File: config.mk
export PLATFORM = sky130hd
export DESIGN_NAME = codec_config_seq
export DESIGN_NICKNAME = d
export VERILOG_FILES = /design/src/rtl/codec_cfg_pkg.sv /design/src/rtl/i2c_tick_gen.sv /design/src/rtl/codec_config_seq.sv
export SDC_FILE = /design/constraint.sdc
export NUM_CORES = 1
export LEC_CHECK = 0
export BUFFER_PORTS_ARGS = -buffer_cell sky130_fd_sc_hd__buf_4
export CAP_MARGIN = 10
export CORE_ASPECT_RATIO = 0.75
export CORE_UTILIZATION = 45
export DETAILED_ROUTE_END_ITERATION = 10
export PLACE_DENSITY = 0.68
export SYNTH_ARGS = -nofsm -noshare
export SYNTH_HDL_FRONTEND = slang
export SYNTH_SLANG_ARGS = --single-unit
File: constraint.sdc
create_clock -name clk -period 3.6 [get_ports clk]
set_clock_uncertainty 0.05 [all_clocks]
set_input_delay 0.54 -clock clk [delete_from_list [all_inputs] [get_ports clk]]
set_output_delay 0.54 -clock clk [all_outputs]
set_load 0.03 [all_outputs]
File: src/rtl/codec_cfg_pkg.sv
`default_nettype none
// ============================================================================
// Package     : codec_cfg_pkg
// Description : Shared types and the register table for the codec setup
//               sequencer.
// Revision    : 1.0 - initial release
// ============================================================================
package codec_cfg_pkg;

    typedef enum logic [2:0] {
        IDLE  = 3'd0,
        START = 3'd1,
        BYTE  = 3'd2,
        ACK   = 3'd3,
        STOP  = 3'd4,
        GAP   = 3'd5,
        FIN   = 3'd6,
        ERR   = 3'd7
    } cfg_state_t;

    typedef struct packed {
        logic [6:0] reg_addr;
        logic [8:0] data;
    } cfg_entry_t;

    localparam int N_REGS = 10;

    // The activation word (index 10) only goes out when N_REGS is raised to 11.
    function automatic cfg_entry_t cfg_entry(input logic [3:0] idx);
        cfg_entry_t e;
        case (idx)
            4'd0:    e = {7'h0F, 9'h000};
            4'd1:    e = {7'h00, 9'h017};
            4'd2:    e = {7'h01, 9'h017};
            4'd3:    e = {7'h02, 9'h079};
            4'd4:    e = {7'h03, 9'h079};
            4'd5:    e = {7'h04, 9'h012};
            4'd6:    e = {7'h05, 9'h000};
            4'd7:    e = {7'h06, 9'h000};
            4'd8:    e = {7'h07, 9'h042};
            4'd9:    e = {7'h08, 9'h000};
            4'd10:   e = {7'h09, 9'h001};
            default: e = '0;
        endcase
        return e;
    endfunction

endpackage
`default_nettype wire

File: src/rtl/i2c_tick_gen.sv
`default_nettype none
// ============================================================================
// Module      : i2c_tick_gen
// Description : Quarter-period divider; one-cycle tick every CLK_DIV clocks
//               while enabled, counter parked at zero otherwise.
// Revision    : 1.0 - initial release
// ============================================================================
module i2c_tick_gen #(
    parameter int CLK_DIV = 125
) (
    input  logic clk,
    input  logic reset,
    input  logic enable,
    output logic tick
);

    localparam int C_CW = (CLK_DIV > 1) ? $clog2(CLK_DIV) : 1;

    logic [C_CW-1:0] r_cnt;
    logic            w_wrap;

    assign w_wrap = (r_cnt == C_CW'(CLK_DIV - 1));
    assign tick   = enable && w_wrap;

    always_ff @(posedge clk or posedge reset) begin
        if (reset) begin
            r_cnt <= '0;
        end else if (!enable || w_wrap) begin
            r_cnt <= '0;
        end else begin
            r_cnt <= r_cnt + C_CW'(1);
        end
    end

endmodule
`default_nettype wire

File: src/rtl/codec_config_seq.sv
`default_nettype none
// ============================================================================
// Module      : codec_config_seq
// Description : Writes the codec register table over I2C (open-drain
//               enables), one START/3 bytes/STOP transaction per entry.
// Revision    : 1.0 - initial release
// ============================================================================
module codec_config_seq #(
    parameter int         CLK_DIV  = 125,
    parameter logic [6:0] DEV_ADDR = 7'h1A,
    parameter int         N_REGS   = codec_cfg_pkg::N_REGS
) (
    input  logic       clk,
    input  logic       reset,
    input  logic       start,
    output logic       busy,
    output logic       done,
    output logic       error,
    output logic [3:0] err_idx,
    output logic       scl_oe,
    output logic       sda_oe,
    input  logic       sda_i
);

    import codec_cfg_pkg::*;

    cfg_state_t r_state, w_state_nxt;
    logic       r_busy, r_done, r_error, r_scl_oe, r_sda_oe, r_nack;
    logic       w_busy_nxt, w_done_nxt, w_error_nxt, w_scl_nxt, w_sda_nxt, w_nack_nxt;
    logic [3:0] r_err_idx, r_idx, w_err_idx_nxt, w_idx_nxt;
    logic [1:0] r_byte_cnt, r_q, w_byte_cnt_nxt, w_q_nxt;
    logic [2:0] r_bit_cnt, r_cnt, w_bit_cnt_nxt, w_cnt_nxt;
    logic [7:0] r_shift, w_shift_nxt;
    cfg_entry_t w_entry;
    logic       w_tick;

    i2c_tick_gen #(.CLK_DIV(CLK_DIV)) u_tick (
        .clk    (clk),
        .reset  (reset),
        .enable (r_busy),
        .tick   (w_tick)
    );

    assign w_entry = cfg_entry(r_idx);

    // Line enables only move on a tick, so each quarter is glitch-free.
    always_comb begin
        w_state_nxt    = r_state;
        w_busy_nxt     = r_busy;
        w_done_nxt     = r_done;
        w_error_nxt    = r_error;
        w_err_idx_nxt  = r_err_idx;
        w_scl_nxt      = r_scl_oe;
        w_sda_nxt      = r_sda_oe;
        w_idx_nxt      = r_idx;
        w_byte_cnt_nxt = r_byte_cnt;
        w_bit_cnt_nxt  = r_bit_cnt;
        w_q_nxt        = r_q;
        w_cnt_nxt      = r_cnt;
        w_shift_nxt    = r_shift;
        w_nack_nxt     = r_nack;
        case (r_state)
            IDLE: begin
                if (start) begin
                    w_state_nxt   = START;
                    w_busy_nxt    = 1'b1;
                    w_done_nxt    = 1'b0;
                    w_error_nxt   = 1'b0;
                    w_err_idx_nxt = 4'd0;
                    w_idx_nxt     = 4'd0;
                    w_cnt_nxt     = 3'd0;
                    w_nack_nxt    = 1'b0;
                end
            end
            START: begin
                if (w_tick) begin
                    if (r_cnt == 3'd0) begin
                        w_sda_nxt = 1'b1;
                        w_cnt_nxt = 3'd1;
                    end else if (r_cnt == 3'd1) begin
                        w_cnt_nxt = 3'd2;
                    end else begin
                        w_scl_nxt      = 1'b1;
                        w_cnt_nxt      = 3'd0;
                        w_q_nxt        = 2'd0;
                        w_bit_cnt_nxt  = 3'd7;
                        w_byte_cnt_nxt = 2'd0;
                        w_shift_nxt    = {DEV_ADDR, 1'b0};
                        w_state_nxt    = BYTE;
                    end
                end
            end
            BYTE: begin
                if (w_tick) begin
                    case (r_q)
                        2'd0: begin
                            w_scl_nxt = 1'b1;
                            w_sda_nxt = ~r_shift[7];
                            w_q_nxt   = 2'd1;
                        end
                        2'd1: w_q_nxt = 2'd2;
                        2'd2: begin
                            w_scl_nxt = 1'b0;
                            w_q_nxt   = 2'd3;
                        end
                        2'd3: begin
                            w_q_nxt     = 2'd0;
                            w_shift_nxt = {r_shift[6:0], 1'b0};
                            if (r_bit_cnt == 3'd0) begin
                                w_state_nxt = ACK;
                            end else begin
                                w_bit_cnt_nxt = r_bit_cnt - 3'd1;
                            end
                        end
                    endcase
                end
            end
            ACK: begin
                if (w_tick) begin
                    case (r_q)
                        2'd0: begin
                            w_scl_nxt = 1'b1;
                            w_sda_nxt = 1'b0;
                            w_q_nxt   = 2'd1;
                        end
                        2'd1: w_q_nxt = 2'd2;
                        2'd2: begin
                            w_scl_nxt = 1'b0;
                            w_q_nxt   = 2'd3;
                            if (sda_i) begin
                                w_nack_nxt    = 1'b1;
                                w_err_idx_nxt = r_idx;
                            end
                        end
                        2'd3: begin
                            w_q_nxt = 2'd0;
                            if (r_nack || (r_byte_cnt == 2'd2)) begin
                                w_cnt_nxt   = 3'd0;
                                w_state_nxt = STOP;
                            end else begin
                                w_byte_cnt_nxt = r_byte_cnt + 2'd1;
                                w_bit_cnt_nxt  = 3'd7;
                                w_shift_nxt    = (r_byte_cnt == 2'd0) ?
                                                 {w_entry.reg_addr, w_entry.data[8]} :
                                                 w_entry.data[7:0];
                                w_state_nxt    = BYTE;
                            end
                        end
                    endcase
                end
            end
            STOP: begin
                if (w_tick) begin
                    if (r_cnt == 3'd0) begin
                        w_scl_nxt = 1'b1;
                        w_sda_nxt = 1'b1;
                        w_cnt_nxt = 3'd1;
                    end else if (r_cnt == 3'd1) begin
                        w_scl_nxt = 1'b0;
                        w_cnt_nxt = 3'd2;
                    end else begin
                        w_sda_nxt = 1'b0;
                        w_cnt_nxt = 3'd0;
                        if (r_nack) begin
                            w_state_nxt = ERR;
                        end else if (r_idx == 4'(N_REGS - 1)) begin
                            w_state_nxt = FIN;
                        end else begin
                            w_state_nxt = GAP;
                        end
                    end
                end
            end
            GAP: begin
                if (w_tick) begin
                    if (r_cnt == 3'd7) begin
                        w_cnt_nxt   = 3'd0;
                        w_idx_nxt   = r_idx + 4'd1;
                        w_state_nxt = START;
                    end else begin
                        w_cnt_nxt = r_cnt + 3'd1;
                    end
                end
            end
            FIN: begin
                w_done_nxt  = 1'b1;
                w_busy_nxt  = 1'b0;
                w_state_nxt = IDLE;
            end
            ERR: begin
                w_error_nxt = 1'b1;
                w_busy_nxt  = 1'b0;
                w_state_nxt = IDLE;
            end
            default: w_state_nxt = IDLE;
        endcase
    end

    always_ff @(posedge clk or posedge reset) begin
        if (reset) begin
            r_state    <= IDLE;
            r_busy     <= 1'b0;
            r_done     <= 1'b0;
            r_error    <= 1'b0;
            r_err_idx  <= 4'd0;
            r_scl_oe   <= 1'b0;
            r_sda_oe   <= 1'b0;
            r_idx      <= 4'd0;
            r_byte_cnt <= 2'd0;
            r_bit_cnt  <= 3'd0;
            r_q        <= 2'd0;
            r_cnt      <= 3'd0;
            r_shift    <= 8'd0;
            r_nack     <= 1'b0;
        end else begin
            r_state    <= w_state_nxt;
            r_busy     <= w_busy_nxt;
            r_done     <= w_done_nxt;
            r_error    <= w_error_nxt;
            r_err_idx  <= w_err_idx_nxt;
            r_scl_oe   <= w_scl_nxt;
            r_sda_oe   <= w_sda_nxt;
            r_idx      <= w_idx_nxt;
            r_byte_cnt <= w_byte_cnt_nxt;
            r_bit_cnt  <= w_bit_cnt_nxt;
            r_q        <= w_q_nxt;
            r_cnt      <= w_cnt_nxt;
            r_shift    <= w_shift_nxt;
            r_nack     <= w_nack_nxt;
        end
    end

    assign busy    = r_busy;
    assign done    = r_done;
    assign error   = r_error;
    assign err_idx = r_err_idx;
    assign scl_oe  = r_scl_oe;
    assign sda_oe  = r_sda_oe;

endmodule
`default_nettype wire
# Word level (Yosys, flattened, before mapping)
# Memories as Yosys holds them, arrays and structs flattened.
# Index checks and enable logic that the tools add are counted.
# totals
wordCells	195
output_inout_bits	9
regBits	42
memories	1
mem_bits_ro	176
input_bits	4
# classes
n_bitwise	1
add_sub_neg	5
reduce_logical	36
muxes	95
n_eq_ne	42
# mem_list
memory	words	width	rd	rd_clocked_by_memory_dff	wr	line	text
(no name shown)	16	11	1	0	0	codec_cfg_pkg.sv:31	case (idx)
# ops
cell	count
3-bit two-way mux	31
8-bit two-way mux	9
2-bit != test, second input constant	15
4-bit two-way mux	6
8-bit case mux with 3 select lines	1
2-bit two-way mux	11
1-bit two-way mux	21
3-bit case mux with 7 select lines	1
2-bit by 1-bit != test with 1-bit output, second input constant	9
9-bit AND reduction	2
4-bit case mux with 2 select lines	2
3-bit equality test, second input constant	5
14-bit AND reduction	1
7-bit AND reduction	2
2-bit nonzero test	7
3-bit case mux with 4 select lines	1
1-bit case mux with 2 select lines	5
10-bit AND reduction	1
5-bit AND reduction	2
3-bit zero test	3
3-bit case mux with 3 select lines	1
2-bit case mux with 2 select lines	2
2-bit case mux with 4 select lines	1
8-bit AND reduction	1
other kinds (26)	39

# Depth between registers and ports, before layout
# depth
word_depth	7
depth_mapped	8
ltp_nobuf	7

# By module
# Synthesis repeated with hierarchy kept, for this count alone.
# unflattened
hier_cells	321
area_unflattened_um2	2944.1
# by_module_without_submodules
module	area_per_inst_um2	cells_per_inst	instances	seq_area_each_um2
codec_config_seq	2587.5	284	1	875.8
i2c_tick_gen	356.6	37	1	175.2

# Worst setup path before layout
# OpenSTA, ideal clock, no wires.
# synth_path
kind	register to register
start	register u_tick.r_cnt[0]
end	register r_err_idx[0] (netlist: err_idx[0])
arrival_time_ns	1.719
path_stages_with_launch	8
setup_time_ns	0.125
period_less_slack_ns	1.894
path_slack_ns	1.706
t_required_ns	3.425
path_buffers	0
path_cell_list	dfrtp_1 > inv_1 > ha_1 > nand3_1 > nor2_8 > a21oi_2 > a211o_4 > mux2_4
# synth_between
elab_chain_len	4
# synth_rtl
item	line	text
from (decl)	i2c_tick_gen.sv:19	logic [C_CW-1:0] r_cnt;
from (signal assigned)	i2c_tick_gen.sv:31	r_cnt <= r_cnt + C_CW'(1);
7-bit equality test	i2c_tick_gen.sv:22	assign w_wrap = (r_cnt == C_CW'(CLK_DIV - 1));
1-bit logical AND	i2c_tick_gen.sv:23	assign tick = enable && w_wrap;
2-bit by 1-bit != test with 1-bit output (no line)	n/a	
5-bit AND reduction (no line)	n/a	
to (signal assigned)	codec_config_seq.sv:220	r_err_idx <= w_err_idx_nxt;
to (decl)	codec_config_seq.sv:30	logic [3:0] r_err_idx, r_idx, w_err_idx_nxt, w_idx_nxt;
# Every way passes these cells.
# A chain may end at the register's enable or synchronous reset.

# Final worst setup path
# layout_path
start	register r_state[1]
end	register r_cnt[1]
# layout_between
elab_chain_len	4
elab_cells_between_ends	15
cone_classes	eq/ne: 10; mux: 1; reduce/logical: 4
# layout_rtl
item	line	text
from (decl)	codec_config_seq.sv:27	cfg_state_t r_state, w_state_nxt;
from (signal assigned)	codec_config_seq.sv:216	r_state <= w_state_nxt;
3-bit equality test / 3-bit by 1-bit equality test with 1-bit output (equally long branches)	codec_config_seq.sv:62	case (r_state)
2-bit OR reduction (no line)	n/a	
2-bit by 1-bit != test with 1-bit output (no line) / 4-bit nonzero test (equally long branches)	n/a	
7-bit AND reduction (no line)	n/a	
to (signal assigned)	codec_config_seq.sv:227	r_cnt <= w_cnt_nxt;
to (decl)	codec_config_seq.sv:32	logic [2:0] r_bit_cnt, r_cnt, w_bit_cnt_nxt, w_cnt_nxt;
# Parallel ways exist; a longest one is shown, timed or not.

==> impl_metrics.prom <==
# TYPE chip_impl_metric gauge
chip_impl_info{name="status",value="complete, no violations"} 1
chip_impl_metric{name="drv.max_cap_violation_count",unit=""} 0
chip_impl_metric{name="crit_arrival",unit="ps"} 2820
chip_impl_metric{name="timing.reg2reg.worst_path_depth",unit=""} 6
chip_impl_metric{name="slew_viol_final",unit=""} 0
chip_impl_metric{name="avgSynthCellArea",unit="µm²"} 9.30
chip_impl_metric{name="timing.fmax",unit="MHz"} 377
chip_impl_metric{name="nFillCells",unit=""} 551
chip_impl_metric{name="io_buffer_count",unit=""} 12
chip_impl_metric{name="synthesis_warning_total",unit=""} 0
chip_impl_metric{name="avgViaCountPerCell",unit=""} 5.70
chip_impl_info{name="cts_root_buffer",value="sky130_fd_sc_hd__clkbuf_8"} 1
chip_impl_metric{name="floorplan.initialDensity",unit="%"} 47.0
chip_impl_info{name="combinational_family_with_the_most_area_after_synthesis",value="simple AND/OR/NAND/NOR gates"} 1
chip_impl_info{name="timing.critical_path.from_type",value="flop"} 1
chip_impl_metric{name="yosys.area_share.simple",unit="%"} 20.9
chip_impl_metric{name="grt-ovfl-total",unit=""} 0
chip_impl_metric{name="die_height",unit="µm"} 69.7
chip_impl_metric{name="cts.path.max_buffers",unit=""} 2
chip_impl_metric{name="clock_power_share",unit="%"} 16.3
chip_impl_metric{name="detail_route.wirelength",unit="µm"} 5890
chip_impl_metric{name="synth_compound_gate_area_share",unit="%"} 17.7
chip_impl_metric{name="detailed_place.area",unit="µm²"} 2900
chip_impl_metric{name="die-area",unit="µm²"} 6430
chip_impl_metric{name="share_comb_of_total_power",unit="%"} 46.7
chip_impl_metric{name="hold_slack",unit="ps"} 127
chip_impl_metric{name="worstPathMaxFanout",unit=""} 19
chip_impl_info{name="postSynth.topFlopCell",value="sky130_fd_sc_hd__dfrtp_1"} 1
chip_impl_info{name="synth_area_leaders",value="sky130_fd_sc_hd__dfrtp_1, sky130_fd_sc_hd__ha_1, sky130_fd_sc_hd__nor2_1"} 1
chip_impl_metric{name="clk_pin_slew",unit="ps"} 80
chip_impl_info{name="rsz0062_at_grt",value="false"} 1
chip_impl_metric{name="synthDistinctLibCells",unit=""} 65
chip_impl_info{name="worst_path_max_delay_cell",value="sky130_fd_sc_hd__nor2b_1"} 1
chip_impl_metric{name="slew-limit-headroom",unit="%"} 37.2
chip_impl_metric{name="clk-insertion-delay-late",unit="ps"} 300
chip_impl_metric{name="synth_edf_count",unit=""} 0
chip_impl_metric{name="drtIter0Drc",unit=""} 189
chip_impl_metric{name="io-pin-count",unit=""} 13
chip_impl_metric{name="synth-adder-area-share",unit="%"} 8.64
chip_impl_metric{name="tritoncts_num_sinks",unit=""} 42
chip_impl_info{name="ys_top_cells_by_count",value="sky130_fd_sc_hd__dfrtp_1, sky130_fd_sc_hd__nor2_1, sky130_fd_sc_hd__inv_1, sky130_fd_sc_hd__ha_1, sky130_fd_sc_hd__a21oi_1"} 1
chip_impl_metric{name="post_route_setup_tns",unit="ps"} 0
chip_impl_metric{name="core-area",unit="µm²"} 5860
chip_impl_metric{name="synthesized_cell_area",unit="µm²"} 2750
chip_impl_metric{name="timing.final.crit_share",unit="%"} 73.8
chip_impl_metric{name="vias",unit=""} 2188
chip_impl_info{name="worstReg2RegStart",value="r_state[1]"} 1
chip_impl_metric{name="pwr_dens",unit="nW/µm²"} 610
chip_impl_metric{name="power.static_leakage",unit="nW"} 1.42
chip_impl_metric{name="finish.utilization",unit="%"} 50.9
chip_impl_metric{name="synth_fp_nets",unit=""} 319
chip_impl_metric{name="cts_setup_buffers",unit=""} 0
chip_impl_metric{name="mux_contribution_to_synthesized_area",unit="%"} 7.14
chip_impl_metric{name="syn_to_final_growth",unit="%"} 8.23
chip_impl_metric{name="setup-violations-final",unit=""} 0
chip_impl_metric{name="routed_wire_length_per_instance",unit="µm"} 15.3
chip_impl_info{name="yosys.cell_count.top_type",value="sky130_fd_sc_hd__dfrtp_1"} 1
chip_impl_metric{name="regToRegSetupSlack",unit="ps"} 940
chip_impl_metric{name="fin_total_pwr",unit="mW"} 1.82
chip_impl_metric{name="number_of_antenna_violations_at_the_first_check_in_global_routing",unit=""} 0
chip_impl_metric{name="post_synth_xor_area_fraction",unit="%"} 1.91
chip_impl_metric{name="worstMarginPinSlew",unit="ps"} 942
chip_impl_metric{name="post_cts_hold_buffer_count",unit=""} 0
chip_impl_metric{name="power_switching",unit="µW"} 826
chip_impl_metric{name="cts_resized",unit=""} 0
chip_impl_metric{name="num-nets-final",unit=""} 329
chip_impl_info{name="cp_cell_sequence",value="buf_4, nor2b_1, nand2_2, o221ai_1, a211oi_1, a21oi_1"} 1
chip_impl_info{name="endpoint_kind",value="flop"} 1
chip_impl_metric{name="synth.top_cell.area_share",unit="%"} 38.2
chip_impl_metric{name="timing.final.crit_period",unit="ps"} 2660
chip_impl_metric{name="crit_path_largest_cell_delay",unit="ps"} 660
chip_impl_metric{name="first_global_vias",unit=""} 2032
chip_impl_metric{name="intPower",unit="µW"} 990
chip_impl_metric{name="power.share.sequential",unit="%"} 37.0
chip_impl_metric{name="drive_above_1_share",unit="%"} 14.7
chip_impl_metric{name="stdcell_area",unit="µm²"} 2980
chip_impl_metric{name="fraction_of_registers_with_async_set_reset",unit="%"} 100
chip_impl_metric{name="grt_use_total",unit="%"} 19.9
chip_impl_metric{name="synth-seq-cells",unit=""} 42
chip_impl_metric{name="power.ir.vdd_worst",unit="V"} 0.000377
chip_impl_metric{name="swShare",unit="%"} 45.5
chip_impl_metric{name="numCtsBuffers",unit=""} 5
chip_impl_metric{name="data_required_time_at_the_worst_endpoint",unit="ps"} 3770
chip_impl_metric{name="drt_pass1_iterations",unit=""} 4
chip_impl_metric{name="cts_htree_levels",unit=""} 2
chip_impl_metric{name="gp_routability_congestion",unit=""} 0.884
chip_impl_info{name="regToRegEndpoint",value="r_cnt[1]"} 1
chip_impl_metric{name="synth_seq_area_share",unit="%"} 38.2
chip_impl_metric{name="die_w",unit="µm"} 92.3
chip_impl_metric{name="rows",unit=""} 24
chip_impl_metric{name="report.final.hold_viol_count",unit=""} 0
chip_impl_metric{name="detail_route.drc_violations",unit=""} 0
chip_impl_info{name="hold_path.class",value="in2async"} 1
chip_impl_info{name="synthDominantAreaCellType",value="sky130_fd_sc_hd__dfrtp_1"} 1
chip_impl_metric{name="maximum_number_of_pins_on_one_net_before_global_route_repair",unit=""} 32
chip_impl_metric{name="hpwl_detailed",unit="µm"} 4280
chip_impl_metric{name="synthCells",unit=""} 296
chip_impl_info{name="timing.setup.critical_path_class",value="reg2reg"} 1
chip_impl_info{name="cts_tree",value="built"} 1
chip_impl_metric{name="final_antenna_net_count",unit=""} 0
chip_impl_metric{name="antennaDiodeCount",unit=""} 0
chip_impl_metric{name="grt_pass1_wl",unit="µm"} 10000
[cells in the final DEF (no fill, tap or decap), types with 3 or more instances in the layout]
| cell | count |
|---|---|
| sky130_fd_sc_hd__nand3b_1 | 4 |
| sky130_fd_sc_hd__mux2_4 | 4 |
| sky130_fd_sc_hd__dfrtp_1 | 42 |
| sky130_fd_sc_hd__nand3_1 | 12 |
| sky130_fd_sc_hd__o21ai_0 | 16 |
| sky130_fd_sc_hd__ha_1 | 19 |
| sky130_fd_sc_hd__a32o_1 | 4 |
| sky130_fd_sc_hd__and3_1 | 5 |
| sky130_fd_sc_hd__nor4_1 | 4 |
| sky130_fd_sc_hd__mux2_2 | 4 |
| sky130_fd_sc_hd__inv_1 | 22 |
| sky130_fd_sc_hd__a21oi_1 | 18 |
| sky130_fd_sc_hd__nor2b_1 | 6 |
| sky130_fd_sc_hd__buf_4 | 15 |
| sky130_fd_sc_hd__xor2_1 | 4 |
| sky130_fd_sc_hd__nand2b_1 | 5 |
| sky130_fd_sc_hd__clkbuf_8 | 5 |
| sky130_fd_sc_hd__o22ai_1 | 3 |
| sky130_fd_sc_hd__mux2i_1 | 8 |
| sky130_fd_sc_hd__nor2_1 | 32 |
| sky130_fd_sc_hd__nand2_1 | 16 |
| sky130_fd_sc_hd__nor3_1 | 4 |
[flip-flops by register name (all words and copies together) (netlist names), 2 cells and up]
signal / count
r_bit_cnt: 3
u_tick.r_cnt: 7
r_byte_cnt: 2
r_cnt: 3
r_q: 2
err_idx: 4
r_state: 3
r_idx: 4
r_shift: 8
[final cells by class]
type | count | area (µm²) | area share [%]
flip-flops and latches | 42 | 1050 | 35.3
multi-input cells | 218 | 1550 | 52.0
clock buffers | 5 | 68.8 | 2.31
clock inverters | 2 | 10.0 | 0.336
inverters | 24 | 90.1 | 3.03
repair buffers | 15 | 113 | 3.78
well taps | 78 | 97.6 | 3.28
[kinds of logic (layout without fill, tap and decap cells)]
group	count (synthesis)	count (layout)
compound gates	71	71
xor+xnor	6	6
fa+ha+maj	19	19
buf+inv	36	46
flops	42	42
mux	17	17
simple gates	105	105
[power groups by stage]
stage	Combinational [mW]	Clock [mW]	Sequential (mW)
3_5_place_dp	0.833	0	0.683
5_1_grt	0.938	0.326	0.689
6_report	0.848	0.296	0.673
2_1_floorplan	0.668	0	0.650
4_1_cts	0.839	0.307	0.673
3_3_place_gp	0.825	0	0.679
[metrics by stage]
| stage | setup slack (ps) | instances |
|---|---|---|
| 2_1_floorplan | 1710 | 296 |
| 3_3_place_gp | 1050 | 377 |
| 3_5_place_dp | 994 | 377 |
| 4_1_cts | 981 | 384 |
| 5_1_grt | 740 | 384 |
| 6_report | 944 | 384 |
[worst max-delay path: cells and delay by family (launching register included)]
| kind | cells | cell delay, ps |
|---|---|---|
| DFF | 1 | 490 |
| and+or+nand+nor | 2 | 960 |
| AOI/OAI and AO/OA | 3 | 780 |
| buffers and inverters | 1 | 290 |
[per-layer routing]
| layer | up-vias | wire length (µm) | part of all wire, % | GRT usage, % |
|---|---|---|---|---|
| met5 | - | 0 | 0 | 0 |
| met4 | 0 | 80 | 1.4 | 5.38 |
| met3 | 8 | 416 | 7.1 | 5.15 |
| met2 | 69 | 2410 | 41 | 27.7 |
| met1 | 1041 | 2980 | 51 | 30.2 |
| li1 | 1070 | - | - | - |
[worst max path at each step]
| stage | to | depth (start not counted) | from |
|---|---|---|---|
| floorplan | err_idx[0] | 7 | u_tick.r_cnt[0] |
| global placement | err_idx[0] | 6 | r_state[1] |
| detailed placement | r_cnt[1] | 6 | r_state[1] |
| CTS | r_cnt[1] | 6 | r_state[1] |
| global route | r_cnt[1] | 6 | r_state[1] |
| finish | r_cnt[1] | 6 | r_state[1] |
Note: power is estimated with default switching activity, not from simulation.
